**src/rtl/seg_scan_if.sv**
```systemverilog
// Bundle between the clock core / display and seg_scan_mux: digit codes and
// scan control in, multiplexed segment bus and anode enables out.
interface seg_scan_if;
  logic       enable;
  logic [6:0] seg0;
  logic [6:0] seg1;
  logic [6:0] seg2;
  logic [6:0] seg3;
  logic [6:0] seg4;
  logic [6:0] seg5;
  logic [5:0] blank_mask;
  logic [6:0] seg_out;
  logic [5:0] dig_an_n;
  logic [2:0] digit_idx;
  logic       frame_done;

  modport master (
    output enable, seg0, seg1, seg2, seg3, seg4, seg5, blank_mask,
    input  seg_out, dig_an_n, digit_idx, frame_done
  );

  modport slave (
    input  enable, seg0, seg1, seg2, seg3, seg4, seg5, blank_mask,
    output seg_out, dig_an_n, digit_idx, frame_done
  );
endinterface

```
**src/rtl/seg_scan_mux.sv**
```systemverilog
// Six-digit common-anode seven-segment scanner with a dark guard interval
// before every digit and a once-per-frame snapshot of the digit codes.
module seg_scan_mux #(
  parameter int DWELL_CYCLES = 50_000,
  parameter int BLANK_CYCLES = 500
) (
  input logic      clk,
  input logic      reset,
  seg_scan_if.slave bus
);

  localparam logic [16:0] DWELL_LAST = 17'(DWELL_CYCLES - 1);
  localparam logic [16:0] BLANK_LAST = (BLANK_CYCLES == 0) ? 17'd0 : 17'(BLANK_CYCLES - 1);
  localparam logic [6:0]  SEG_DARK   = 7'h7F;
  localparam logic [5:0]  AN_DARK    = 6'h3F;

  typedef enum logic [1:0] {IDLE, BLANK, SHOW} state_t;

  state_t      state;
  logic [16:0] cnt;
  logic [2:0]  idx;
  logic [6:0]  shadow_seg [6];
  logic [5:0]  shadow_mask;

  logic [6:0]  in_seg [6];
  logic [6:0]  src_seg [6];
  logic [5:0]  src_mask;
  logic        capture;
  logic        dwell_end;
  logic        blank_end;
  logic        last_digit;
  logic [2:0]  next_idx;
  logic [2:0]  show_idx;
  logic [6:0]  show_raw;
  logic        show_masked;
  logic [6:0]  show_code;
  logic [5:0]  show_an;

  // On a snapshot edge the digit about to be lit must come from the live
  // inputs, since the shadows only take the new values on that same edge.
  always_comb begin
    in_seg[0]  = bus.seg0;
    in_seg[1]  = bus.seg1;
    in_seg[2]  = bus.seg2;
    in_seg[3]  = bus.seg3;
    in_seg[4]  = bus.seg4;
    in_seg[5]  = bus.seg5;
    dwell_end  = (cnt == DWELL_LAST);
    blank_end  = (cnt == BLANK_LAST);
    last_digit = (idx == 3'd5);
    next_idx   = last_digit ? 3'd0 : idx + 3'd1;
    capture    = (state == IDLE) || ((state == SHOW) && dwell_end && last_digit);
    for (int i = 0; i < 6; i++) begin
      src_seg[i] = capture ? in_seg[i] : shadow_seg[i];
    end
    src_mask = capture ? bus.blank_mask : shadow_mask;
    case (state)
      IDLE:    show_idx = 3'd0;
      SHOW:    show_idx = next_idx;
      default: show_idx = idx;
    endcase
    show_raw    = src_seg[0];
    show_masked = src_mask[0];
    for (int i = 1; i < 6; i++) begin
      if (show_idx == 3'(i)) begin
        show_raw    = src_seg[i];
        show_masked = src_mask[i];
      end
    end
    show_code = show_masked ? SEG_DARK : show_raw;
    show_an   = ~(6'b1 << show_idx);
  end

  always_ff @(posedge clk) begin
    if (!reset) begin
      state          <= IDLE;
      cnt            <= '0;
      idx            <= '0;
      bus.seg_out    <= SEG_DARK;
      bus.dig_an_n   <= AN_DARK;
      bus.frame_done <= 1'b0;
      shadow_mask    <= 6'h3F;
      for (int i = 0; i < 6; i++) shadow_seg[i] <= SEG_DARK;
    end else if (!bus.enable) begin
      state          <= IDLE;
      cnt            <= '0;
      idx            <= '0;
      bus.seg_out    <= SEG_DARK;
      bus.dig_an_n   <= AN_DARK;
      bus.frame_done <= 1'b0;
    end else begin
      bus.frame_done <= 1'b0;
      cnt            <= cnt + 17'd1;
      case (state)
        IDLE: begin
          cnt <= '0;
          idx <= '0;
          for (int i = 0; i < 6; i++) shadow_seg[i] <= in_seg[i];
          shadow_mask <= bus.blank_mask;
          if (BLANK_CYCLES == 0) begin
            state        <= SHOW;
            bus.seg_out  <= show_code;
            bus.dig_an_n <= show_an;
          end else begin
            state        <= BLANK;
            bus.seg_out  <= SEG_DARK;
            bus.dig_an_n <= AN_DARK;
          end
        end
        BLANK: begin
          if (blank_end) begin
            state        <= SHOW;
            cnt          <= '0;
            bus.seg_out  <= show_code;
            bus.dig_an_n <= show_an;
          end
        end
        SHOW: begin
          if (dwell_end) begin
            cnt <= '0;
            idx <= next_idx;
            if (last_digit) begin
              bus.frame_done <= 1'b1;
              for (int i = 0; i < 6; i++) shadow_seg[i] <= in_seg[i];
              shadow_mask <= bus.blank_mask;
            end
            // Code and anode switch together; with a guard both go dark first.
            if (BLANK_CYCLES == 0) begin
              bus.seg_out  <= show_code;
              bus.dig_an_n <= show_an;
            end else begin
              state        <= BLANK;
              bus.seg_out  <= SEG_DARK;
              bus.dig_an_n <= AN_DARK;
            end
          end
        end
        default: state <= IDLE;
      endcase
    end
  end

  assign bus.digit_idx = idx;

endmodule

```
**src/flat_wrapper.sv**
```systemverilog
// flat-port wrapper written by rule: the top's interface ports become plain ports
module seg_scan_mux_flat 
#(
  parameter int DWELL_CYCLES = 50_000,
  parameter int BLANK_CYCLES = 500
)
  (clk, reset, bus_enable, bus_seg0, bus_seg1, bus_seg2, bus_seg3, bus_seg4, bus_seg5, bus_blank_mask, bus_seg_out, bus_dig_an_n, bus_digit_idx, bus_frame_done);
  seg_scan_if bus_i ();
  input logic clk;
  input logic reset;
  input wire logic [$bits(bus_i.enable)-1:0] bus_enable;
  input wire logic [$bits(bus_i.seg0)-1:0] bus_seg0;
  input wire logic [$bits(bus_i.seg1)-1:0] bus_seg1;
  input wire logic [$bits(bus_i.seg2)-1:0] bus_seg2;
  input wire logic [$bits(bus_i.seg3)-1:0] bus_seg3;
  input wire logic [$bits(bus_i.seg4)-1:0] bus_seg4;
  input wire logic [$bits(bus_i.seg5)-1:0] bus_seg5;
  input wire logic [$bits(bus_i.blank_mask)-1:0] bus_blank_mask;
  output wire logic [$bits(bus_i.seg_out)-1:0] bus_seg_out;
  output wire logic [$bits(bus_i.dig_an_n)-1:0] bus_dig_an_n;
  output wire logic [$bits(bus_i.digit_idx)-1:0] bus_digit_idx;
  output wire logic [$bits(bus_i.frame_done)-1:0] bus_frame_done;
  assign bus_i.enable = bus_enable;
  assign bus_i.seg0 = bus_seg0;
  assign bus_i.seg1 = bus_seg1;
  assign bus_i.seg2 = bus_seg2;
  assign bus_i.seg3 = bus_seg3;
  assign bus_i.seg4 = bus_seg4;
  assign bus_i.seg5 = bus_seg5;
  assign bus_i.blank_mask = bus_blank_mask;
  assign bus_seg_out = bus_i.seg_out;
  assign bus_dig_an_n = bus_i.dig_an_n;
  assign bus_digit_idx = bus_i.digit_idx;
  assign bus_frame_done = bus_i.frame_done;
  seg_scan_mux #(.DWELL_CYCLES(DWELL_CYCLES), .BLANK_CYCLES(BLANK_CYCLES)) u_core (.clk(clk), .reset(reset), .bus(bus_i));
endmodule
```
**config.mk**
```make
export PLATFORM = sky130hd
export DESIGN_NAME = seg_scan_mux_flat
export DESIGN_NICKNAME = d
export VERILOG_FILES = /design/src/rtl/seg_scan_if.sv /design/src/rtl/seg_scan_mux.sv /design/src/flat_wrapper.sv
export SDC_FILE = /design/constraint.sdc
export NUM_CORES = 1
export LEC_CHECK = 0
export BUFFER_PORTS_ARGS = -buffer_cell sky130_fd_sc_hd__buf_2
export CORE_MARGIN = 1.5
export CORE_UTILIZATION = 25
export DETAILED_ROUTE_END_ITERATION = 8
export PLACE_DENSITY = 0.49
export SETUP_SLACK_MARGIN = 0.02
export SLEW_MARGIN = 10
export SYNTH_ARGS = -nofsm -noshare
export SYNTH_HDL_FRONTEND = slang
export SYNTH_SLANG_ARGS = --single-unit
```
**constraint.sdc**
```tcl
create_clock -name clk -period 4.03 [get_ports clk]
set_input_delay 0.806 -clock clk [delete_from_list [all_inputs] [get_ports clk]]
set_output_delay 0.806 -clock clk [all_outputs]
set_load 0.03 [all_outputs]
```
==> results.md, run 1 <==
- Antenna-violating nets left: 0
- Number of cell rows: 46
- Worst reg-to-reg setup slack: between 1 and 1.5 ns
- Data required, critical path: 4.02 ns
- Rel. slew slack: 45.1%
- Grt total ovfl: 0
- RSZ-0062 raised after global routing: no
- Routed WL per cell: 14.6 um
- Latest clock arrival within the worst-skew pair: around 0.35 ns
- Placed cells: 655
- Status: finished, final reports clean
- Mapped Cells: 391
- # hold bufs at CTS: 0
- Synth Area per Inst: approximately 11 um2
- Starting Density: approximately a quarter
- Initial antenna violation count: 0
- DRC errors left: 0
- YS warnings: 0
- FF-to-FF Start: u_core.cnt[0]$_SDFF_PN0_
- Layout area overhead: 18.5%
- Synth Flop Type: edfxtp_1
- Largest stage delay, worst path: slightly above 0.6 ns
- Finished Layout Cells: between 600 and 700
- FF+latch count, synth: 84
- Worst hold start: u_core.cnt[0]$_SDFF_PN0_
- Setup Skew: approximately 0.0064 ns
- Vias in the first global route: between 2k and 3k
- Crit path capture type: register
- Clock slew at reported path FFs: 0.06 ns
- EDFF count, synth: 42
- Final critical-path share of the clock period: 73.8%
- Total number of clock tree sinks: 84
- Num CTS Buffers: 9
- Worst setup path startpoint: u_core.cnt[0]$_SDFF_PN0_
- Via-to-Cell Ratio: 4.48
- Post-placement setup slack: 1.09 ns
- Final GP Congestion: between 0.8 and 0.9
- Core Box Area: 16,000 um2
- Htree depth: 3
- Mapped Area: 4130 um2
- CP max-delay cell: nor4_4
- Worst hold-check path type: register to register
- Final setup viols: 0
- First-pass GRT wire length: 15,800 um
- Worst slew pin tran: 0.819 ns
- Die footprint: 17,300 um2
- Async set-reset flop share out of synthesis: 0%
- Largest net degree at the start of global routing: 43
- Final Slew Violations: 0
- Layout cell share with drive strength beyond 1: 30.8%
- DR iter-0 viols: 232
- Hold path cells: 1
- CP Cell Sequence: ha_1 -> nand3_1 -> nand2b_1 -> nor4_4 -> o21ai_1 -> nand2_1 -> buf_4
- Via Count: 3,006
- Reg2Reg Depth: 7
- Setup Fix Bufs, Post-CTS: 0
- Fin Hold WS: 0.440 ns
- Antenna Cells: 0
- # nets final: 502
- Fill cells: roughly 1.7k
- Maxcap violations: 0
- Pleak: 1.61 nW
- Post_cts resized: 0
- CTS tree: yes
- Io pins: approximately 70
- Tot GR Track Use: roughly an eighth
- Crit start category: register
- Sequential-to-total area share from yosys stat: 51.0%
- Die Y-Extent: 131 um
- Final WL: 9820 um
- Critical path fanouts, max: 35
- DP HPWL: 7280 um
- Clk root buf: clkbuf_16
- DIE WIDTH: 131 um
- Setup TNS: 0 ns
- CP Class: register to register
- Post-synthesis cell type count: 61
- Final hold vios: 0
- Port Buf Inserts: 67
- WP data arrival: 2.96 ns
- Syn nets: ~440
- Crit path time final: 2.98 ns
- Maximum clock path buffer count: 2
- Cell Pwr Density: 369 nW/um2
- Power Total: 0.00181 W
- FMAX: 0.336 GHz
- Pre-antenna DRT Iters: 5
- Peak VDD IR: 0.194 mV
- Setup WS post-layout: 1.05 ns
layout make-up:
type / count / area, um2 / share of cell area [%]
Clock buffer: 10 / 229 / 4.68
Clock inverter: 6 / 48.8 / 0.998
Inverter: 8 / 30.0 / 0.614
Multi-Input combinational cell: 278 / 1860 / 38.0
Sequential cell: 84 / 2100 / 43.0
Tap cell: 216 / 270 / 5.53
Timing Repair Buffer: 69 / 350 / 7.16
kinds of logic (layout without fill, tap and decap cells):
group,Yosys count,count (layout),synth area share [%]
adders and majority gates,1,1,0.303
and+or+nand+nor,163,163,22.2
xor gates and xnor gates,14,14,2.97
buffers and inverters,29,93,4.25
DFF,84,84,51.0
muxes,29,29,7.04
AOI/OAI and AO/OA,71,71,12.3
synth_stat cells, drive strengths merged (8+ instances only):
| cell type | number | area share [%] |
|---|---|---|
| dfxtp | 42 | 20 |
| or2 | 44 | 6.7 |
| nand2 | 20 | 1.9 |
| inv | 8 | 0.73 |
| xor2 | 8 | 1.7 |
| edfxtp | 42 | 31 |
| nor2 | 46 | 4.2 |
| o211ai | 9 | 2.1 |
| clkbuf | 16 | 2.5 |
| nor3 | 9 | 1.1 |
| o21ai | 22 | 2.7 |
| a21oi | 8 | 1.1 |
| mux2i | 29 | 7.0 |
stage by stage:
| stage | utilization (%) | cell area (um2) |
|---|---|---|
| CTS | 30.5 | 4880 |
| detailed placement | 28.8 | 4600 |
| global route | 30.6 | 4890 |
| finish | 30.6 | 4890 |
| global placement | 28.8 | 4600 |
| floorplan | - | 4130 |
cells in the final DEF, fill, tap and decap left out, types with 3 or more instances in the layout:
master      n
nand3_1     6
inv_1       8
o22a_1      6
nor2b_1     3
or2_2      40
clkbuf_16   9
edfxtp_1   42
a21oi_1     7
xor2_1      8
nand2_1    19
mux2i_1    29
nand4_1     4
o21ai_0    20
xnor2_1     6
o2bb2ai_1   7
o21a_1      7
o211ai_1    7
or2_1       4
dfxtp_1    42
nor3_1      9
buf_2      67
nor2_1     46
nor4b_1     3
nor3b_1     4
and3_1      3
routing by layer:
metal  global-route usage, %  share of wire (%)
met5                       0                  0
met4                    3.40                1.2
met3                    4.09                6.6
met2                    18.5                 47
met1                    15.0                 45
registers in the layout, summed over array words and instances (netlist names):
name and count:
u_core.shadow_mask 6, u_core.bus.digit_idx 3, u_core.bus.seg_out 7, u_core.shadow_seg 42, u_core.bus.frame_done 1, u_core.cnt 17
u_core.state 2, u_core.bus.dig_an_n 6
final timing paths:
path	to
max	u_core.shadow_seg[4][0]$_SDFFCE_PN1P_
min	u_core.cnt[0]$_SDFF_PN0_
max reg2reg	u_core.shadow_seg[4][0]$_SDFFCE_PN1P_
min reg2reg	u_core.cnt[0]$_SDFF_PN0_
critical path: cells and delay by family (launching register included):
| family | cells | cell delay (ns) |
|---|---|---|
| adders and majority gates | 1 | 0.21 |
| DFF | 1 | 0.35 |
| buffers and inverters | 1 | 0.42 |
| and+or+nand+nor | 4 | 1.24 |
| AOI/OAI and AO/OA | 1 | 0.39 |
report_power, final:
group          internal, W  switching [W]
combinational    0.0000435      0.0000538
sequential        0.000919     0.00000910
clock             0.000424       0.000356
total              0.00139       0.000419
(Power assumes the default switching activity.)
==> run 2: changes to the inputs <==
==> constraint.sdc (replaced) <==
create_clock -name clk -period 3 [get_ports clk]
set_input_delay 0.6 -clock clk [delete_from_list [all_inputs] [get_ports clk]]
set_output_delay 0.6 -clock clk [all_outputs]
set_load 0.03 [all_outputs]
==> results.md, run 2 (synthesis results as in run 1) <==
- Final setup viols: 0 (unchanged)
- Tot GR Track Use: 12.0% (was 11.7%)
- Cell Pwr Density: 486 nW/um2 (was 369 nW/um2)
- Final Slew Violations: 0 (unchanged)
- Setup WS post-layout: 0.513 ns (was 1.05 ns)
- CP Class: register to register (unchanged)
- Setup TNS: 0 ns (unchanged)
- Worst slew pin tran: 0.860 ns (was 0.819 ns)
- DIE WIDTH: 131 um (unchanged)
- Final critical-path share of the clock period: 82.9% (was 73.8%)
- Grt total ovfl: 0 (unchanged)
- Reg2Reg Depth: 4 (was 7)
- Num CTS Buffers: 9 (unchanged)
- Final GP Congestion: 0.789 (was 0.874)
- Post-placement setup slack: 0.538 ns (was 1.09 ns)
- Placed cell areas: 4680 um2 (was 4600 um2)
- Maximum clock path buffer count: 2 (unchanged)
- Via Count: 3,087 (was 3,006)
- Finished Cell Area: 4940 um2 (was 4890 um2)
- Setup Fix Bufs, Post-CTS: 0 (unchanged)
- Peak VDD IR: 0.310 mV (was 0.194 mV)
- Die footprint: 17,300 um2 (unchanged)
- Rel. slew slack: 42.4% (was 45.1%)
- Setup Skew: 0.00676 ns (was 0.00644 ns)
- # hold bufs at CTS: 0 (unchanged)
- Placed cells: 663 (was 655)
- Port Buf Inserts: 67 (unchanged)
- Status: finished, final reports clean (unchanged)
- Antenna Cells: 0 (unchanged)
- Crit path capture type: register (unchanged)
- Total number of clock tree sinks: 84 (unchanged)
- Number of cell rows: 46 (unchanged)
- WP data arrival: 2.72 ns (was 2.96 ns)
- Antenna-violating nets left: 0 (unchanged)
- Crit path time final: 2.49 ns (was 2.98 ns)
- Pre-antenna DRT Iters: 5 (unchanged)
- FMAX: 0.402 GHz (was 0.336 GHz)
- Core Box Area: 16,000 um2 (unchanged)
- Layout cell share with drive strength beyond 1: 31.7% (was 30.8%)
- Initial antenna violation count: 0 (unchanged)
- Data required, critical path: 3.23 ns (was 4.02 ns)
- Latest clock arrival within the worst-skew pair: 0.35 ns (about the same)
- Clock slew at reported path FFs: 0.06 ns (about the same)
- Htree depth: 3 (unchanged)
- Final WL: 10,000 um (was 9820 um)
- Pleak: 1.64 nW (was 1.61 nW)
- Final hold vios: 0 (unchanged)
- Vias in the first global route: 3,161 (was 2,973)
- Crit path capture: u_core.bus.seg_out[4]$_SDFFE_PN1P_ (was u_core.shadow_seg[4][0]$_SDFFCE_PN1P_)
- Worst reg-to-reg setup slack: 0.51 ns (was 1.05 ns)
- Commonest non-fill, non-tap cell in the layout: buf_2 (unchanged)
- Largest reg by FF count: u_core.shadow_seg (unchanged)
- Power Total: 0.00240 W (was 0.00181 W)
- RSZ-0062 raised after global routing: no (unchanged)
- Post_cts resized: 0 (unchanged)
- DR iter-0 viols: 175 (was 232)
- First-pass GRT wire length: 16,300 um (was 15,800 um)
- Starting Density: 25.8% (unchanged)
- Routed WL per cell: 14.8 um (was 14.6 um)
- Worst setup path startpoint: u_core.state[0]$_SDFFE_PN0P_ (was u_core.cnt[0]$_SDFF_PN0_)
- Clk root buf: clkbuf_16 (unchanged)
- Critical path fanouts, max: 17 (was 35)
- Most frequent cells in the layout: 67 x buf_2, 46 x nor2_1, 42 x dfxtp_1, 42 x edfxtp_1, 40 x or2_2 (unchanged)
- Layout area overhead: 19.9% (was 18.5%)
- Worst hold-check path type: register to register (unchanged)
- Io pins: 68 (unchanged)
- Die Y-Extent: 131 um (unchanged)
- Max FFs per register: 42 (unchanged)
- Largest net degree at the start of global routing: 43 (unchanged)
- Regs by FF count: u_core.shadow_seg x42, u_core.cnt x17, u_core.bus.seg_out x7 (unchanged)
- FF-to-FF Start: u_core.state[0]$_SDFFE_PN0P_ (was u_core.cnt[0]$_SDFF_PN0_)
- # nets final: 510 (was 502)
- Finished Layout Cells: 679 (was 671)
- Via-to-Cell Ratio: 4.55 (was 4.48)
- CTS tree: yes (unchanged)
- Maxcap violations: 0 (unchanged)
- Crit start category: register (unchanged)
- RR Endpoint: u_core.bus.seg_out[4]$_SDFFE_PN1P_ (was u_core.shadow_seg[4][0]$_SDFFCE_PN1P_)
- DRC errors left: 0 (unchanged)
- DP HPWL: 7560 um (was 7280 um)
## run 2: cell types whose count changed in the layout (fill, tap and decap cells not counted), sizes merged
cell / delta
buf: +8
clkbuf: -1
clkinv: +1
clkinvlp: +1
inv: -1
## run 2: worst min path at each step
stage	start	cells after the start	slack, ns	to
final	u_core.cnt[0]$_SDFF_PN0_	1	0.45	u_core.cnt[0]$_SDFF_PN0_
after CTS	u_core.cnt[0]$_SDFF_PN0_	1	0.45	u_core.cnt[0]$_SDFF_PN0_
after floorplan	u_core.cnt[0]$_SDFF_PN0_	1	0.41	u_core.cnt[0]$_SDFF_PN0_
after global placement	u_core.cnt[0]$_SDFF_PN0_	1	0.43	u_core.cnt[0]$_SDFF_PN0_
after detailed placement	u_core.cnt[0]$_SDFF_PN0_	1	0.44	u_core.cnt[0]$_SDFF_PN0_
after global routing	u_core.cnt[0]$_SDFF_PN0_	1	0.46	u_core.cnt[0]$_SDFF_PN0_
## run 2: critical path: stages (launching register included)
cell and delay (ns):
dfxtp_1 0.72, inv_1 0.27, or3_2 0.53, or4_1 0.66, o2bb2ai_1 0.18
## run 2: cell type report
cell class / count / area, um2
Clock buffer: 9 / 225
Clock inverter: 7 / 42.5
Fill cell: 1736 / 11100
Inverter: 8 / 30.0
Multi-Input combinational cell: 278 / 1850
Sequential cell: 84 / 2100
Tap cell: 216 / 270
Timing Repair Buffer: 77 / 423
## run 2: routing by layer
layer  vias up  GRT usage, %  wire length [um]
li1       1544             -                 -
met1      1458          14.5              4580
met2        72          20.5              4860
met3        13          3.13               443
met4         0          4.63               163
met5         -             0                 0
## run 2: through the flow
stage	utilization (%)	hold slack, ns
CTS	30.9	0.451
floorplan	-	0.413
global route	30.9	0.462
global placement	29.2	0.427
finish	30.9	0.448
detailed placement	29.2	0.442
## run 2: where the power goes
group	internal, W	leakage [nW]	switching, W
logic	0.0000621	0.839	0.0000729
clock network	0.000555	0.123	0.000465
registers	0.00123	0.678	0.0000126
total	0.00185	1.64	0.000550
